## config.mk

```make
export PLATFORM = sky130hd
export DESIGN_NAME = mem_arbiter
export DESIGN_NICKNAME = d
export VERILOG_FILES = /design/src/rtl/mem_arbiter.sv
export SDC_FILE = /design/constraint.sdc
export NUM_CORES = 1
export LEC_CHECK = 0
export BUFFER_PORTS_ARGS = -buffer_cell sky130_fd_sc_hd__buf_2
export CAP_MARGIN = 10
export CORE_ASPECT_RATIO = 0.6
export CORE_MARGIN = 5
export CORE_UTILIZATION = 25
export CTS_CLUSTER_DIAMETER = 100
export CTS_CLUSTER_SIZE = 30
export DETAILED_ROUTE_END_ITERATION = 10
export GPL_ROUTABILITY_DRIVEN = 1
export PLACE_DENSITY = 0.57
export SLEW_MARGIN = 40
export SYNTH_ARGS = -nofsm -noshare
export SYNTH_HDL_FRONTEND = slang
export SYNTH_SLANG_ARGS = --single-unit
```

## constraint.sdc

```tcl
create_clock -name CLK -period 4.6 [get_ports CLK]
set_clock_uncertainty 0.05 [all_clocks]
set_input_delay 0 -clock CLK [delete_from_list [all_inputs] [get_ports CLK]]
set_output_delay 0 -clock CLK [all_outputs]
set_load 0.05 [all_outputs]
```

## src/rtl/mem_arbiter.sv

```systemverilog
// mem_arbiter: shares one single-ported RAM between the instruction fetch
// stream and the data access stream. Each access runs through
// IDLE -> grant -> BUSY (strobes held until ramready) -> RESP (hit pulse).
// Data accesses win contested grants, but once STARVE_LIMIT data grants have
// been issued back to back while fetch was waiting, the next contested grant
// goes to fetch.
module mem_arbiter #(
  parameter int unsigned STARVE_LIMIT = 4
) (
  input  logic        CLK,
  input  logic        nRST,
  // instruction fetch side
  input  logic        iREN,
  input  logic [31:0] iaddr,
  output logic        ihit,
  output logic [31:0] iload,
  // data access side
  input  logic        dREN,
  input  logic        dWEN,
  input  logic [31:0] daddr,
  input  logic [31:0] dstore,
  output logic        dhit,
  output logic [31:0] dload,
  // RAM side
  output logic        ramREN,
  output logic        ramWEN,
  output logic [31:0] ramaddr,
  output logic [31:0] ramstore,
  input  logic [31:0] ramload,
  input  logic        ramready
);

  // Starvation counter is 4 bits wide, enough for limits up to 15.
  localparam logic [3:0] LIMIT = 4'(STARVE_LIMIT);

  typedef enum logic [1:0] {
    IDLE   = 2'd0,
    I_BUSY = 2'd1,
    D_BUSY = 2'd2,
    RESP   = 2'd3
  } state_t;

  state_t      r_state;
  state_t      w_next;

  // Latched copy of the granted request; the RAM is driven only from these,
  // so requester inputs may change freely while an access is in flight.
  logic [31:0] r_addr;
  logic [31:0] r_store;
  logic        r_wr;
  logic        r_is_d;

  logic [3:0]  r_count;
  logic [31:0] r_iload;
  logic [31:0] r_dload;

  logic        w_dreq;
  logic        w_grant_i;
  logic        w_grant_d;

  // Saturating increment of the starvation counter, clamped at LIMIT.
  function automatic logic [3:0] sat_inc(input logic [3:0] c);
    if (c >= LIMIT) begin
      return LIMIT;
    end
    return c + 4'd1;
  endfunction

  assign w_dreq = dREN | dWEN;
  assign iload  = r_iload;
  assign dload  = r_dload;

  // State register; async reset drops strobes immediately and abandons any access.
  always_ff @(posedge CLK or negedge nRST) begin
    if (!nRST) begin
      r_state <= IDLE;
    end else begin
      r_state <= w_next;
    end
  end

  // Arbitration, next-state and RAM/hit outputs, all decoded from the current state.
  always_comb begin
    w_next    = r_state;
    w_grant_i = 1'b0;
    w_grant_d = 1'b0;
    ramREN    = 1'b0;
    ramWEN    = 1'b0;
    ramaddr   = '0;
    ramstore  = '0;
    ihit      = 1'b0;
    dhit      = 1'b0;
    case (r_state)
      IDLE: begin
        // Data wins unless fetch is also waiting and has hit the starvation limit.
        if (w_dreq && !(iREN && (r_count == LIMIT))) begin
          w_grant_d = 1'b1;
          w_next    = D_BUSY;
        end else if (iREN) begin
          w_grant_i = 1'b1;
          w_next    = I_BUSY;
        end
      end
      I_BUSY: begin
        ramREN  = 1'b1;
        ramaddr = r_addr;
        if (ramready) begin
          w_next = RESP;
        end
      end
      D_BUSY: begin
        ramREN  = !r_wr;
        ramWEN  = r_wr;
        ramaddr = r_addr;
        if (r_wr) begin
          ramstore = r_store;
        end
        if (ramready) begin
          w_next = RESP;
        end
      end
      RESP: begin
        // One-cycle completion pulse; no arbitration here so the requester
        // can retire the finished request on the edge ending this cycle.
        ihit   = !r_is_d;
        dhit   = r_is_d;
        w_next = IDLE;
      end
      default: begin
        w_next = IDLE;
      end
    endcase
  end

  // Capture the granted request; a combined dREN+dWEN request is a write.
  always_ff @(posedge CLK or negedge nRST) begin
    if (!nRST) begin
      r_addr  <= '0;
      r_store <= '0;
      r_wr    <= 1'b0;
      r_is_d  <= 1'b0;
    end else if (w_grant_d) begin
      r_addr  <= daddr;
      r_store <= dstore;
      r_wr    <= dWEN;
      r_is_d  <= 1'b1;
    end else if (w_grant_i) begin
      r_addr  <= iaddr;
      r_wr    <= 1'b0;
      r_is_d  <= 1'b0;
    end
  end

  // Starvation counter: counts data grants that overtook a waiting fetch.
  always_ff @(posedge CLK or negedge nRST) begin
    if (!nRST) begin
      r_count <= '0;
    end else if (w_grant_d) begin
      r_count <= iREN ? sat_inc(r_count) : 4'd0;
    end else if (w_grant_i) begin
      r_count <= '0;
    end
  end

  // Register RAM read data on completion; ramready outside BUSY is ignored.
  always_ff @(posedge CLK or negedge nRST) begin
    if (!nRST) begin
      r_iload <= '0;
      r_dload <= '0;
    end else if (ramready) begin
      if (r_state == I_BUSY) begin
        r_iload <= ramload;
      end else if ((r_state == D_BUSY) && !r_wr) begin
        r_dload <= ramload;
      end
    end
  end

endmodule

```

==> results.ini <==
[yosys]
ys_types = 36
synth_seq_area_share_pct = 54.6
yosysTopAreaCellShare_pct = 54.6
synth_fp_nets = 656
yosys.area.top_type = dfrtp_1
synth_area_per_cell_sq_um = 12.1
yosysWarningCount = 0
netlist_area_sq_um = 6230
synth_area_leaders = dfrtp_1 (55%), mux2_2 (12%), mux2_4 (6.7%)
yosys_register_bits = 136
synth_cells = 516

[sta]
timing_hold_violations_final = 0
final.period_utilization_pct = 54.9
fin_hold_ws_ns = 0.0536
max_clock_freq_mhz = 396
min_period_ns = 2.52
rsz0062_at_grt = no
postLayoutSetupSlackWorst_ns = 2.08
worst_rel_slew_slack_pct = 56.8
tightest_slew_ns = 0.647
report.final.slew_viol_count = 0
final.setup.tns_ns = 0
finalSetupViolations = 0

[die]
floorplan.initialDensity_pct = 25.6
design.core.area_sq_um = 24300
die_height_um = 132
placementRows = 44
die_w_um = 214
die-area_sq_um = 28300
pin_count = 266

[power_and_ir_drop]
share_of_power_burned_in_the_clock_network_pct = 18.2
power_report.internal_total_mw = 4.27
power_switching_mw = 3.82
combinational_power_share_pct = 55.6
overall_power_consumption_mw = 8.10
switching_share_pct = 47.2
peak_supply_drop_mv = 0.506
power_density_nw_per_um2 = 820
power_frac_seq_pct = 26.1
leakagePower_nw = 4.93

[clocking]
insertion_delay_ns = 0.41
clk_pin_slew_worst_paths_ns = 0.06
number_of_buffers_inserted_for_hold_repair_after_clock_tree_synthesis = 133
cts.htree.levels = 4
post_cts_resized = 0
cts_num_sinks = 136
tritoncts = yes
cts_inserted_buffers = 17
clk_path_buf_depth = 2
cts_root_buffer = clkbuf_16
post_cts.repair.setup_buffers = 0

[grt]
grt_pass1_vias = 5904
grt_first_pass_wirelength_mm = 32.1
grt.overflow.total = 0
grt_util_all_layers_pct = 14.5
antenna_found_initial = 0
grt_max_degree = 59

[placed_design]
placed_cells = 1071
place.gp.congestion = 0.744
buffers_added_on_ports = 265
preCtsSetupSlack_ns = 2.07
dp_hpwl_mm = 14.1
dpl-instance-area_sq_um = 7890

[layout]
final_util_pct = 40.6
antenna_diodes = 0
post-route-cell-area_sq_um = 9880
final_cell_mix = buf_2 (264), dfrtp_1 (135), dlygate4sd3_1 (132), mux2_2 (67), nand2_1 (38)
layout_commonest_cell = buf_2
signed_area_change_from_the_synthesized_netlist_to_the_final_layout_pct = 58.5
layout-drive-gt1-share_pct = 44.9
layoutNonFillerInstCount = 1236
final_net_count = 1041

[setup_path]
arrival_ns = 2.78
timing.reg2reg.setup_slack_ns = 2.08
critical_path.max_fanout = 34
timing.reg2reg.worst_path_depth = 6
cp-start-kind = register
setup.worst_path.end_class = register
critPathKind = register to register
worstPathRequired_ns = 4.85

[detailed_routing]
routed_via_density = 4.39
wl_mm = 20.9
via_count = 5421
drc = 0
drt_iter0_drc = 272
route.antenna.remaining_nets = 0
drt-pass1-iter-count = 4
post_drt_wl_per_cell_um = 16.9

[flow_run]
max_cap_viols = 0

[status]
outcome = finished clean

[hold_path]
hold_path_class = primary input to asynchronous set/reset pin

[flip-flops by register name, summed over array words and instances (netlist names)]
name	cells
dload	32
iload	32
r_addr	32
r_count	4
r_is_d	1
r_state	2
r_store	32
r_wr	1
[cell usage after synthesis (all sizes together)]
cell type and number:
a211oi 1, a21oi 33, a22o 1, a41o 1, and2 36, and3 32, and3b 1, and4b 1
buf 19, clkbuf 24, dfrtp 136, ha 6, inv 4, mux2 96, nand2 38, nand2b 3
nand3 1, nand4b 1, nor2 4, nor2b 2, nor3 1, o21a 2, o21ai 35, o21ba 1
o22ai 1, o31a 1, o31ai 34, o32a 1
[area by class of cell]
type | count | area [sq um]
inverter | 4 | 15.0
multi-input combinational | 333 | 2630
fill | 2369 | 14500
tap | 322 | 403
clock buffer | 21 | 470
timing repair buffer | 409 | 2790
clock inverter | 11 | 169
sequential | 136 | 3400
[cells by family (layout without fill, tap and decap cells)]
logic type | after synthesis | after routing | share of synthesized area [%]
simple gates | 120 | 120 | 10.6
fa+ha+maj | 6 | 6 | 1.20
compound gates | 111 | 111 | 10.9
flops | 136 | 136 | 54.6
buf+inv | 47 | 445 | 3.69
mux | 96 | 96 | 19.0
[power by group through the flow]
stage	combinational (mW)	sequential (mW)	clock (mW)
2_1_floorplan	2.26	3.06	0
3_3_place_gp	4.17	2.12	0
3_5_place_dp	4.22	2.13	0
4_1_cts	4.53	2.12	1.52
5_1_grt	4.78	2.19	1.58
6_report	4.50	2.12	1.47
[metal layers]
metal	routed length, um	vias to the layer above	GRT usage [%]
li1	-	2594	-
met1	9460	2602	18.7
met2	9380	212	23.2
met3	1870	13	5.11
met4	214	0	3.64
met5	0	-	0
[worst max-delay path: stages, from the launching register on]
cell and delay [ns]:
dfrtp_1 0.41, inv_1 0.11, ha_2 0.28, o21a_1 0.15, buf_4 0.36, and2_4 0.63
mux2_2 0.40
[path summary, 6_finish.rpt]
path	to	from
worst max-delay path	r_store[4]	r_state[1]
worst min-delay path	iload[9]	nRST
worst max register to register	r_store[4]	r_state[1]
min in group CLK	r_is_d	dREN
worst min register to register	iload[14]	iload[14]
max in group asynchronous	r_store[25]	nRST
No activity file was read; power rests on OpenSTA's default activity.
